--- src/rtl/shift_arb_pkg.sv ---
// Shared constants and helpers for the shift_arbiter24 time-multiplexed shifter controller.
// Widths follow the accumulator (50 b), packed result (24 b) and shift-amount (8 b) buses.

package shift_arb_pkg;

  localparam int IN_W      = 50;
  localparam int OUT_W     = 24;
  localparam int SHIFT_W   = 8;
  localparam int SHIFT_MAX = 22;
  localparam int CNT_W     = 16;

  localparam logic [OUT_W-1:0] POS_FS = 24'h7FFFFF;
  localparam logic [OUT_W-1:0] NEG_FS = 24'h800000;

  // The shifter silently maps out-of-range shifts to 0, so the controller
  // limits requests to the largest shift that still means something.
  function automatic logic [SHIFT_W-1:0] clamp_shift(input logic [SHIFT_W-1:0] s);
    logic [SHIFT_W-1:0] lim;
    lim = SHIFT_W'(SHIFT_MAX);
    return (s > lim) ? lim : s;
  endfunction

  function automatic logic is_full_scale(input logic [OUT_W-1:0] v);
    return (v == POS_FS) || (v == NEG_FS);
  endfunction

endpackage

--- src/rtl/shift_arbiter24_rr_arbiter.sv ---
// Combinational round-robin picker: first asserted request at or after ptr, wrapping at N-1.
// Requests are scanned from the far end back towards ptr so the nearest one wins.

module rr_arbiter #(
  parameter int N = 4,
  parameter int W = 2
) (
  input  logic [N-1:0] req,
  input  logic [W-1:0] ptr,
  output logic         gnt_valid,
  output logic [W-1:0] gnt_idx
);

  int idx;

  always_comb begin
    // NOTE: every output gets a default before the loop so no path leaves it unassigned (no latch).
    gnt_valid = 1'b0;
    gnt_idx   = '0;
    idx       = 0;
    for (int i = N - 1; i >= 0; i--) begin
      idx = int'(ptr) + i;
      if (idx >= N) idx = idx - N;
      if (req[idx]) begin
        gnt_valid = 1'b1;
        gnt_idx   = W'(idx);
      end
    end
  end

endmodule

--- src/rtl/shift_arbiter24.sv ---
// Shares one external shifter24 between NUM_CHAN accumulator channels, round-robin, one grant per cycle.
// Optional per-channel full-scale (clip) counters are built when SHIFT_ARB_CLIP_STATS_EN is defined.

module shift_arbiter24
  import shift_arb_pkg::*;
#(
  parameter int NUM_CHAN = 4,
  parameter int CHAN_W   = 2
) (
  input  logic                        clock,
  input  logic                        reset,
  input  logic                        enable,
  input  logic [NUM_CHAN-1:0]         in_strobe,
  input  logic [NUM_CHAN*IN_W-1:0]    in_data,
  input  logic [NUM_CHAN*SHIFT_W-1:0] shift_cfg,
  output logic [IN_W-1:0]             sh_in,
  output logic [SHIFT_W-1:0]          sh_shift,
  input  logic [OUT_W-1:0]            sh_out,
  output logic [OUT_W-1:0]            out_data,
  output logic [CHAN_W-1:0]           out_chan,
  output logic                        out_strobe,
  output logic [NUM_CHAN-1:0]         overrun,
`ifdef SHIFT_ARB_CLIP_STATS_EN
  input  logic [CHAN_W-1:0]           clip_sel,
  input  logic                        clip_clr,
  output logic [CNT_W-1:0]            clip_count,
`endif
  input  logic [NUM_CHAN-1:0]         overrun_clr
);

  logic [IN_W-1:0]     hold       [NUM_CHAN];
  logic [SHIFT_W-1:0]  shift_hold [NUM_CHAN];

  logic [NUM_CHAN-1:0] pending;
  logic [NUM_CHAN-1:0] pending_nxt;
  logic [NUM_CHAN-1:0] capture;
  logic [NUM_CHAN-1:0] granted_oh;
  logic [NUM_CHAN-1:0] overrun_nxt;

  logic [CHAN_W-1:0]   ptr;
  logic [CHAN_W-1:0]   ptr_inc;
  logic [CHAN_W-1:0]   gnt_idx;
  logic [CHAN_W-1:0]   sel;
  logic                gnt_valid;
  logic                grant;

  rr_arbiter #(
    .N (NUM_CHAN),
    .W (CHAN_W)
  ) u_rr_arbiter (
    .req       (pending),
    .ptr       (ptr),
    .gnt_valid (gnt_valid),
    .gnt_idx   (gnt_idx)
  );

  assign grant = enable & gnt_valid;

  // With nothing granted the shifter still sees a defined channel (the pointer).
  assign sel      = gnt_valid ? gnt_idx : ptr;
  assign sh_in    = hold[sel];
  assign sh_shift = shift_hold[sel];

  assign ptr_inc = (gnt_idx == CHAN_W'(NUM_CHAN - 1)) ? '0 : gnt_idx + CHAN_W'(1);

  // A channel granted this cycle frees its slot at the same edge, so a fresh
  // strobe there is a legal capture rather than an overrun.
  always_comb begin
    granted_oh  = '0;
    capture     = '0;
    pending_nxt = '0;
    overrun_nxt = '0;
    if (grant) granted_oh[gnt_idx] = 1'b1;
    for (int c = 0; c < NUM_CHAN; c++) begin
      capture[c]     = enable & in_strobe[c] & (~pending[c] | granted_oh[c]);
      pending_nxt[c] = enable & (capture[c] | (pending[c] & ~granted_oh[c]));
      overrun_nxt[c] = (enable & in_strobe[c] & pending[c] & ~granted_oh[c])
                     | (overrun[c] & ~overrun_clr[c]);
    end
  end

  always_ff @(posedge clock) begin
    // NOTE: state registers use non-blocking assignments so every flop samples pre-edge values.
    if (reset) begin
      pending    <= '0;
      overrun    <= '0;
      ptr        <= '0;
      out_strobe <= 1'b0;
      out_data   <= '0;
      out_chan   <= '0;
    end else begin
      pending    <= pending_nxt;
      overrun    <= overrun_nxt;
      out_strobe <= grant;
      if (grant) begin
        out_data <= sh_out;
        out_chan <= gnt_idx;
        ptr      <= ptr_inc;
      end
    end
  end

  // NOTE: sample holding registers are not reset; they are only read while pending is set.
  always_ff @(posedge clock) begin
    for (int c = 0; c < NUM_CHAN; c++) begin
      if (capture[c]) begin
        hold[c]       <= in_data[c*IN_W +: IN_W];
        shift_hold[c] <= clamp_shift(shift_cfg[c*SHIFT_W +: SHIFT_W]);
      end
    end
  end

`ifdef SHIFT_ARB_CLIP_STATS_EN
  logic [CNT_W-1:0] clip_cnt [NUM_CHAN];

  // Counts full-scale codes on the edge they are registered into out_data; clear beats increment.
  always_ff @(posedge clock) begin
    if (reset || clip_clr) begin
      for (int c = 0; c < NUM_CHAN; c++) clip_cnt[c] <= '0;
    end else if (grant && is_full_scale(sh_out) && (clip_cnt[gnt_idx] != {CNT_W{1'b1}})) begin
      clip_cnt[gnt_idx] <= clip_cnt[gnt_idx] + CNT_W'(1);
    end
  end

  assign clip_count = clip_cnt[clip_sel];
`endif

endmodule
--- config.mk ---
export PLATFORM = sky130hd
export DESIGN_NAME = shift_arbiter24
export DESIGN_NICKNAME = d
export VERILOG_FILES = /design/src/rtl/shift_arb_pkg.sv /design/src/rtl/shift_arbiter24_rr_arbiter.sv /design/src/rtl/shift_arbiter24.sv
export SDC_FILE = /design/constraint.sdc
export NUM_CORES = 1
export LEC_CHECK = 0
export CAP_MARGIN = 40
export CELL_PAD_IN_SITES_DETAIL_PLACEMENT = 0
export CELL_PAD_IN_SITES_GLOBAL_PLACEMENT = 2
export CORE_ASPECT_RATIO = 1.1
export CORE_MARGIN = 5
export CORE_UTILIZATION = 32
export CTS_BUF_LIST = sky130_fd_sc_hd__clkbuf_2
export CTS_CLUSTER_DIAMETER = 120
export CTS_CLUSTER_SIZE = 16
export DETAILED_ROUTE_END_ITERATION = 8
export GPL_ROUTABILITY_DRIVEN = 0
export PLACE_DENSITY_LB_ADDON = 0.12
export SLEW_MARGIN = 0
export SYNTH_ARGS = -nofsm -noshare
export SYNTH_HDL_FRONTEND = slang
export SYNTH_SLANG_ARGS = --single-unit
export TNS_END_PERCENT = 50
--- constraint.sdc ---
create_clock -name clock -period 4.6 [get_ports clock]
set_input_delay 0.69 -clock clock [delete_from_list [all_inputs] [get_ports clock]]
set_output_delay 0.69 -clock clock [all_outputs]
set_load 0.1 [all_outputs]
; After elaboration in Yosys (flattened, before gate mapping)
; Memories as Yosys holds them, arrays and structs flattened.
; Index checks and enable logic that the tools add are counted.
[word_totals]
ff_bits = 37
mem_bits_rw = 232
inputBits = 267
out_inout_bits = 89
elab_cells = 126
mem_count = 2
[classes]
add_sub_neg = 8
n_lt_le_gt_ge = 14
eq_ne = 1
mux = 41
n_bitwise = 53
reduce_logical = 1
[mem_list]
columns = name, words, width, rd, rd_clocked_by_memory_dff, write_ports, line
row1 = hold, 4, 50, 1, 0, 4, shift_arbiter24.sv:31  ; logic [IN_W-1:0] hold [NUM_CHAN];
row2 = shift_hold, 4, 8, 1, 0, 4, shift_arbiter24.sv:32  ; logic [SHIFT_W-1:0] shift_hold [NUM_CHAN];
[ops]
columns = op, count
row1 = "less-than comparator 32 x 4 -> 1 bit, second input constant", 4
row2 = 2-to-1 mux 32 bit, 4
row3 = "greater-or-equal comparator 32 x 4 -> 1 bit, second input constant", 3
row4 = "subtractor 32 x 4 -> 32 bit, second input constant", 3
row5 = "greater-than comparator 8 x 5 -> 1 bit, second input constant", 4
row6 = 2-to-1 mux 8 bit, 4
row7 = bitwise AND 1 bit, 29
row8 = 2-to-1 mux 1 bit, 21
row9 = 2-to-1 mux 2 bit, 6
row10 = NOT 1 bit, 12
row11 = bitwise OR 1 bit, 12
row12 = binary-select mux 1 bit (select 2 bit), 4
row13 = "adder 2 x 2 -> 3 bit, second input constant", 2
row14 = 2-to-1 mux 4 bit, 1
row15 = "subtractor 2 x 3 -> 4 bit, second input constant", 1
row16 = "adder 2 x 1 -> 3 bit, second input constant", 1
row17 = "greater-or-equal comparator 2 x 3 -> 1 bit, second input constant", 1
row18 = "less-than comparator 2 x 3 -> 1 bit, second input constant", 1
row19 = "adder 2 x 1 -> 2 bit, second input constant", 1
row20 = demux 1 bit (select 2 bit), 1
row21 = "equality test 2 bit, second input constant", 1
row22 = "greater-or-equal comparator 2 x 1 -> 1 bit, second input constant", 1
row23 = logical AND 1 bit, 1

; Logic depth before layout (Yosys ltp)
; Gate-level depths: netlist of the first run.
[depth]
word_depth = 19
mapped_depth = 9

; By module
; Synthesis of the first run repeated with hierarchy kept, for this count alone.
[unflattened]
hier_cells = 537
hier_area_um2 = 10095.9
[by_module_without_submodules]
columns = mod, n_inst, cells_each, area_each_um2, seq_area_each_um2
row1 = shift_arbiter24, 1, 524, 10018.4, 7707.4
row2 = rr_arbiter, 1, 13, 77.6, 0.0

; Worst setup path before layout of the first run
; Ideal clock, no wire load.
[synth_path]
path_type = flip-flop to flip-flop
start = register ptr[0]
end = memory hold[3][0], enable pin
setup_ns = 0.474
t_arrival_ns = 3.645
required_ns = 4.126
slack_ns = 0.481
path_stages_with_launch = 8
synth_period_minus_slack_ns = 4.119
path_cell_list = dfxtp_1 > and2b_1 > a21oi_1 > o21ai_1 > nor2_1 > ha_1 > nor2b_1 > nor2_1
[synth_lines]
columns = element, line
row1 = "start, declared", shift_arbiter24.sv:40  ; logic [CHAN_W-1:0] ptr;
row2 = "start signal, assigned", shift_arbiter24.sv:98  ; ptr <= ptr_inc;
row3 = "end, declared", shift_arbiter24.sv:31

; Worst setup path after layout of the first run
[layout_path]
start = register ptr[0]
end = output port sh_shift[0]
[layout_via]
elab_chain_cells = 12
word_cells_on_any_way = 37
[layout_lines]
columns = element, line
row1 = adder 2 x 2 -> 3 bit, shift_arbiter24_rr_arbiter.sv:22  ; idx = int'(ptr) + i;
row2 = subtractor 32 x 4 -> 32 bit / greater-or-equal comparator 32 x 4 -> 1 bit (equally long branches), shift_arbiter24_rr_arbiter.sv:23  ; if (idx >= N) idx = idx - N;
row3 = 2-to-1 mux 32 bit, shift_arbiter24_rr_arbiter.sv:23
row4 = binary-select mux 1 bit (select 2 bit), shift_arbiter24_rr_arbiter.sv:24  ; if (req[idx]) begin
row5 = 2-to-1 mux 1 bit (not written as such) (2 in series), shift_arbiter24_rr_arbiter.sv:24
row6 = 2-to-1 mux 2 bit / 2-to-1 mux 1 bit (equally long branches) (4 in series), shift_arbiter24_rr_arbiter.sv:24
row7 = 2-to-1 mux 2 bit (*), shift_arbiter24.sv:60  ; assign sel = gnt_valid ? gnt_idx : ptr;
row8 = memory read (4 x 8 bit) (*), -
row9 = "end, declared", shift_arbiter24.sv:17  ; output logic [SHIFT_W-1:0] sh_shift,
; Mark *: on every way between the ends. The rest lies on a longest branch, timed or not. The select of a mux whose other input is x is not followed.

==> impl_metrics.json, run 1 <==
{
  "ctsHoldBuffers": 0,
  "synth_cell_type_count": 30,
  "postLayoutCellArea_um2": 15500,
  "antenna_left": 0,
  "pin_count_of_the_biggest_net_entering_global_routing": 63,
  "layout.filler_cells": 2916,
  "post_synthesis_average_cell_area_um2": 16.0,
  "area_added_between_synthesis_and_finish_pct": 46.5,
  "netlist_instances": 662,
  "post-route-period-util": 0.874,
  "detailedRoute.firstIterationViolations": 227,
  "power.density_nw_per_um2": 346,
  "first_global_vias": 7287,
  "clock-skew-final_ns": 0.0520,
  "setup.worst_path.class": "reg -> out",
  "seq_area_frac_synth": 0.729,
  "stdcell_count": 1508,
  "timing.critical_path.cells": "and2b_1 > a21oi_1 > o21ai_1 > nor2_4 > buf_4 > mux2i_1 > buf_4",
  "post_cts.resized_instances": 0,
  "htree_num_levels": 1,
  "power.sequential.fraction": 0.524,
  "worst-slew-pin-transition_ns": 0.768,
  "dieArea_um2": 36800,
  "cts_buffers": 20,
  "internal_pwr_total_uw": 3490,
  "count_of_input_and_output_buffers": 355,
  "core_area_um2": 32500,
  "grt.total_usage": 0.156,
  "layout_commonest_cell": "clkdlybuf4s50_1",
  "post-dp-hpwl_um": 21400,
  "die_width_um": 183,
  "run_status": "complete, no violations",
  "crit_path_top_delay_cell": "nor2_4",
  "netSwitchingPower_uw": 1860,
  "post_place_instance_area_um2": 15300,
  "kind_of_start_point_of_the_critical_path": "flop",
  "required_ns": 3.91,
  "multi_input_area_um2": 2730,
  "most_used_cells_in_the_layout_excluding_fill_and_tap_cells": "297 x clkdlybuf4s50_1, 232 x edfxtp_1, 174 x mux2i_1",
  "tritoncts_num_sinks": 269,
  "cp_data_arrival_time_ns": 3.33,
  "power_leakage_uw": 0.00603,
  "drive_above_1_share": 0.138,
  "clk_transition_reported_paths_ns": 0.31,
  "average_wire_length_per_cell_after_detail_routing_um": 19.8,
  "max_cap_viol_count": 0,
  "routed_via_density": 4.46,
  "comb_power_share": 0.312,
  "grt_antenna_before_repair": 10,
  "setup_total_negative_slack_ns": 0,
  "first_pass_grt_wire_length_um": 44400,
  "chipHeight_um": 201,
  "cts.repair_timing.setup_buffer_count": 0,
  "area.sequential_um2": 7710,
  "clock_latency_ns": 0.84,
  "floorplan.initialDensity": 0.326,
  "boundaryPins": 356,
  "critical_path.max_fanout": 16,
  "drc_errors": 0,
  "setup_violations": 0,
  "ys_ff_latch": 269,
  "layout_min_cycle_time_ns": 4.02,
  "vdd_ir_drop_max_mv": 0.192,
  "rsz_0062_raised_after_global_routing": "false",
  "place_inst": 1474,
  "crit_top_cell": "buf_4",
  "synth_warnings": 0,
  "placement.setup.worst_slack_ns": 1.47,
  "slew_headroom": 0.487,
  "hold_path.class": "in -> reg",
  "grt_overflow": 0,
  "num_vias": 6721,
  "hold_vio_cnt_final": 0,
  "fin_nets": 1341,
  "slew_viol_final": 0,
  "drt_pass1_iterations": 4,
  "fmaxAchievable_mhz": 249,
  "root_buffer": "clkbuf_2",
  "final.setup.worst_slack_ns": 0.579,
  "placementRows": 69,
  "cts_tree": "done",
  "synth.cell_area_um2": 10600,
  "cts-root-to-sink-buffers": 3,
  "netSwitchingFraction": 0.348,
  "critical_path_endpoint_category": "primary output",
  "max_stage_delay_ns": 0.64,
  "routed_wl_um": 29900,
  "clkPwrFrac": 0.164
}
final timing paths:
| path | from | endpoint | slack, ns | cells past startpoint |
|---|---|---|---|---|
| worst max register to register | ptr[0] | hold[3][9] | 1.77 | 8 |
| worst min-delay path | sh_out[4] | out_data[4] | 0.35 | 3 |
| worst max-delay path | ptr[0] | sh_shift[0] | 0.58 | 7 |
| worst min register to register | out_data[6] | out_data[6] | 0.47 | 2 |
synth_stat cells:
cell | instances | area share
buf_6 | 5 | 0.0053
o22ai_1 | 1 | 0.00059
nor2_1 | 27 | 0.0096
dfxtp_1 | 37 | 0.070
or3_1 | 5 | 0.0030
ha_1 | 4 | 0.0047
a21oi_1 | 33 | 0.016
a2bb2oi_1 | 1 | 0.00083
conb_1 | 1 | 0.00035
nor3b_2 | 1 | 0.0012
edfxtp_1 | 232 | 0.66
buf_2 | 9 | 0.0043
a211oi_1 | 5 | 0.0036
mux2i_1 | 174 | 0.16
inv_1 | 15 | 0.0053
clkbuf_1 | 7 | 0.0025
o31ai_1 | 1 | 0.00071
a21boi_2 | 1 | 0.0011
or2_2 | 5 | 0.0030
a21o_1 | 1 | 0.00071
a32oi_1 | 4 | 0.0033
nor2b_1 | 5 | 0.0030
o21ai_1 | 2 | 0.00095
nand2b_1 | 9 | 0.0053
nand2_1 | 65 | 0.023
a21boi_0 | 1 | 0.00071
nor2_2 | 1 | 0.00059
o22a_1 | 1 | 0.00083
buf_4 | 8 | 0.0057
and2b_1 | 1 | 0.00071
sequential cells by signal (all words and copies together) (netlist names):
register and flops:
hold 200, out_data 24, out_strobe 1, ptr 2, pending 4, overrun 4, out_chan 2, shift_hold 32
metal layers:
metal | GRT usage | up-vias | part of all wire
met5 | 0 | - | 0.0018
met4 | 0.0378 | 8 | 0.013
met3 | 0.0524 | 37 | 0.087
met2 | 0.261 | 245 | 0.48
met1 | 0.197 | 3174 | 0.42
li1 | - | 3257 | -
area by class of cell:
cell class | count | area share
Timing Repair Buffer | 404 | 0.278
Tap cell | 426 | 0.0344
Clock inverter | 1 | 0.000323
Multi-Input combinational cell | 360 | 0.176
Inverter | 15 | 0.00364
Clock buffer | 27 | 0.00873
Antenna cell | 6 | 0.000969
Sequential cell | 269 | 0.498
worst max-delay path: cells and delay by family (launching register included):
kind | cells | cell delay (ns)
AOI/OAI and AO/OA | 2 | 0.25
buffers and inverters | 2 | 0.66
DFF | 1 | 0.49
muxes | 1 | 0.23
and+or+nand+nor | 2 | 0.86
cell families (layout without fill, tap and decap cells):
family | Yosys count | in the layout | share of synthesized area
buffers and inverters | 44 | 447 | 0.0231
multiplexers | 174 | 174 | 0.165
other | 1 | 18 | 0.000355
AND/OR/NAND/NOR | 119 | 119 | 0.0493
flip-flops | 269 | 269 | 0.729
adder cells (fa/ha/maj) | 4 | 4 | 0.00473
AO/OA/AOI/OAI | 51 | 51 | 0.0289
power by group through the flow:
stage | Sequential (µW) | Clock (µW) | Combinational (µW)
after floorplan | 2960 | 0 | 993
after global placement | 2860 | 0 | 1620
after detailed placement | 2860 | 0 | 1690
after CTS | 2810 | 957 | 1690
after global routing | 2820 | 1040 | 1740
final | 2800 | 879 | 1670
through the flow:
| step | hold slack [ns] | total power [µW] | util |
|---|---|---|---|
| 6_report | 0.349 | 5350 | 0.477 |
| 5_1_grt | 0.178 | 5600 | 0.477 |
| 4_1_cts | 0.194 | 5460 | 0.477 |
| 3_5_place_dp | 0.446 | 4550 | 0.472 |
| 3_3_place_gp | 0.441 | 4480 | 0.451 |
| 2_1_floorplan | 0.493 | 3950 | - |
No activity file was read; power rests on OpenSTA's default activity.
==> inputs of run 2 (changes only) <==
- CORE_UTILIZATION: 32 -> 35
- DONT_BUFFER_PORTS: unset -> 1
==> impl_metrics.json, run 2 <==
{
  "die_width_um": 176,
  "placementRows": 66,
  "ctsHoldBuffers": 232,
  "yosys_most_used_dff": "edfxtp_1",
  "ys_ff_latch": 269,
  "chipHeight_um": 192,
  "post_synth_mux_area_share": 0.165,
  "synth_top_cells_by_count": "232 x edfxtp_1, 174 x mux2i_1, 65 x nand2_1",
  "synth_top_family_by_area": "multiplexers",
  "synth.top_cell.area_share": 0.659,
  "synth_cell_type_count": 30,
  "synth_compound_area_frac": 0.0289,
  "count_of_flip_flops_with_a_built_in_enable_after_synthesis": 232,
  "async_flop_share": 0,
  "cts_buffers": 20,
  "synth_top_area_cell": "edfxtp_1",
  "count_of_input_and_output_buffers": 0,
  "synth.cell_area_um2": 10600,
  "failed_stage": "clock tree synthesis",
  "basic_gate_share_of_the_synthesized_area_counting_and_or_nand_and_nor_cells": 0.0493,
  "root_buffer": "clkbuf_2",
  "tritoncts_num_sinks": 269,
  "place_inst": 1122,
  "cts.repair_timing.setup_buffer_count": 0,
  "post-synth-top-count-cell": "edfxtp_1",
  "synth_warnings": 0,
  "synthXorXnorAreaFrac": 0,
  "post_cts.resized_instances": 0,
  "boundaryPins": 356,
  "post_synthesis_average_cell_area_um2": 16.0,
  "seq_area_frac_synth": 0.729,
  "synth_area_leaders": "edfxtp_1 66%, mux2i_1 16%, dfxtp_1 7.0%",
  "post-dp-hpwl_um": 19100,
  "htree_num_levels": 1,
  "firstError": "[ERROR RSZ-0060] Max buffer count reached.",
  "netlist_instances": 662,
  "cts-root-to-sink-buffers": 3,
  "synthesized_area_fraction_occupied_by_adder_cells": 0.00473,
  "run_status": "did not finish",
  "floorplan.initialDensity": 0.356
}
-- run 2: cell counts after synthesis --
Identical to the previous run, type by type.
-- run 2: through the flow --
step,hold WS (ns),util,instance area [µm²],setup slack (ns)
after global placement,0.549,0.395,11700,1.30
after detailed placement,0.472,0.419,12500,1.21
after floorplan,0.493,-,10600,0.481
-- run 2: cell families after synthesis --
kind of cell,count (synthesis)
adder cells (fa/ha/maj),4
multiplexers,174
flip-flops,269
AND/OR/NAND/NOR,119
other,1
AO/OA/AOI/OAI,51
buffers and inverters,44
==> inputs of run 3 (changes only) <==
- CELL_PAD_IN_SITES_DETAIL_PLACEMENT: 0 -> unset
- CELL_PAD_IN_SITES_GLOBAL_PLACEMENT: 2 -> unset
- CORE_ASPECT_RATIO: 1.1 -> unset
- CORE_UTILIZATION: 35 -> 20
- CTS_BUF_LIST: sky130_fd_sc_hd__clkbuf_2 -> unset
- CTS_CLUSTER_DIAMETER: 120 -> unset
- CTS_CLUSTER_SIZE: 16 -> unset
- PLACE_DENSITY_LB_ADDON: 0.12 -> 0.15
==> impl_metrics.json, run 3 (synthesis gave the netlist of run 1 again) <==
{
  "largest_reg_flops": 200,
  "clk_transition_reported_paths_ns": 0.06,
  "count_of_input_and_output_buffers": 0,
  "hp-start": "reset",
  "hold_vio_cnt_final": 0,
  "crit_top_cell": "buf_4",
  "critical_path.max_fanout": 42,
  "antenna_left": 0,
  "cp_data_arrival_time_ns": 2.96,
  "clock-skew-final_ns": 0.0219,
  "chipHeight_um": 240,
  "power.density_nw_per_um2": 499,
  "drc_errors": 0,
  "setup_violations": 0,
  "vdd_ir_drop_max_mv": 0.318,
  "largest_registers_ranked_by_flip_flop_count": "hold x200, shift_hold x32, out_data x24",
  "power_leakage_uw": 0.00536,
  "hold_ws_ns": 0.229,
  "slew_headroom": 0.414,
  "biggest_register": "hold",
  "startpoint_of_the_worst_slack_reg_to_reg_timing_path": "pending[0]",
  "drive_above_1_share": 0.283,
  "placementRows": 84,
  "setup_total_negative_slack_ns": 0,
  "critical_path_endpoint_category": "primary output",
  "whs_endpoint": "ptr[0]",
  "grt.total_usage": 0.103,
  "drt_pass1_iterations": 4,
  "boundaryPins": 356,
  "run_status": "complete, no violations",
  "max_cap_viol_count": 0,
  "average_wire_length_per_cell_after_detail_routing_um": 20.6,
  "tritoncts_num_sinks": 269,
  "pin_count_of_the_biggest_net_entering_global_routing": 43,
  "most_used_cells_in_the_layout_excluding_fill_and_tap_cells": "232 x edfxtp_1, 116 x mux2i_1, 70 x buf_4",
  "slew_viol_final": 0,
  "routed_wl_um": 31100,
  "critical_path_buffers_and_inverters": 3,
  "cts.repair_timing.setup_buffer_count": 0,
  "detailedRoute.firstIterationViolations": 206,
  "fmaxAchievable_mhz": 274,
  "die_width_um": 240,
  "floorplan.initialDensity": 0.202,
  "fin_nets": 1061,
  "layout.filler_cells": 5297,
  "cts_tree": "done",
  "hold_path.class": "in -> reg",
  "destination_of_the_worst_register_to_register_timing_path": "hold[0][2]",
  "kind_of_start_point_of_the_critical_path": "flop",
  "r2r_cells": 9,
  "ctsHoldBuffers": 0,
  "num_vias": 5907,
  "cts_buffers": 34,
  "root_buffer": "clkbuf_16",
  "dieArea_um2": 57600,
  "cp_top_family": "buffers and inverters",
  "area.sequential_um2": 7710,
  "worstSetupStartpoint": "pending[0]",
  "crit_path_top_delay_cell": "dfxtp_1",
  "first_pass_grt_wire_length_um": 43400,
  "post-route-period-util": 0.794,
  "clock_latency_ns": 0.53,
  "rsz_0062_raised_after_global_routing": "false",
  "post-dp-hpwl_um": 21600,
  "post_cts.resized_instances": 0,
  "cts-root-to-sink-buffers": 3,
  "grt_antenna_before_repair": 12,
  "layout_commonest_cell": "edfxtp_1",
  "timing.critical_path.cells": "and2b_1 > nor2_1 > o22ai_4 > buf_12 > buf_4 > mux2i_1 > mux2i_2 > buf_4",
  "htree_num_levels": 2,
  "core_area_um2": 52400,
  "layout_min_cycle_time_ns": 3.65,
  "grt_overflow": 0,
  "required_ns": 3.91,
  "multi_input_area_um2": 2980,
  "worst_hold_path.num_cells": 1,
  "first_global_vias": 6334,
  "routed_via_density": 3.92,
  "area_added_between_synthesis_and_finish_pct": 33.8,
  "timing.reg2reg.setup_slack_ns": 2.03,
  "setup.worst_path.class": "reg -> out",
  "max_stage_delay_ns": 0.48,
  "worst-slew-pin-transition_ns": 0.860
}
==> run 3: layout make-up <==
type,count,share of cell area
Antenna cell,6,0.00106
Tap cell,688,0.0608
Sequential cell,269,0.545
Clock buffer,47,0.0702
Multi-Input combinational cell,360,0.211
Clock inverter,13,0.00999
Timing Repair Buffer,110,0.0988
Inverter,15,0.00398
==> run 3: where the power goes <==
group / internal (µW) / switching, µW / leakage (µW)
sequential: 2780 / 42.9 / 0.00246
combinational: 432 / 1100 / 0.00235
clock: 1680 / 1020 / 0.000553
total: 4890 / 2170 / 0.00536
==> run 3: worst max-delay path by stage <==
| stage | cells after the start | slack [ns] | to |
|---|---|---|---|
| floorplan | 7 | 0.48 | hold[3][0] |
| global placement | 7 | 1.34 | sh_in[6] |
| detailed placement | 7 | 1.37 | sh_in[35] |
| CTS | 7 | 0.77 | sh_in[35] |
| global route | 8 | 0.68 | sh_in[25] |
| finish | 8 | 0.95 | sh_in[34] |
==> run 3: layer usage <==
metal,track usage,part of all wire
met1,0.121,0.40
met2,0.167,0.48
met3,0.0522,0.099
met4,0.0289,0.019
met5,0,0.0026
==> run 3: per-stage QoR <==
stage	instances	total power, µW	utilization	instance area, µm²	setup slack [ns]
after floorplan	673	3950	-	10600	0.481
after global routing	1504	7350	0.270	14100	0.685
after CTS	1502	7220	0.270	14100	0.766
after detailed placement	1442	4430	0.248	13000	1.37
after global placement	1408	4350	0.234	12300	1.34
final	1508	7060	0.270	14200	0.949
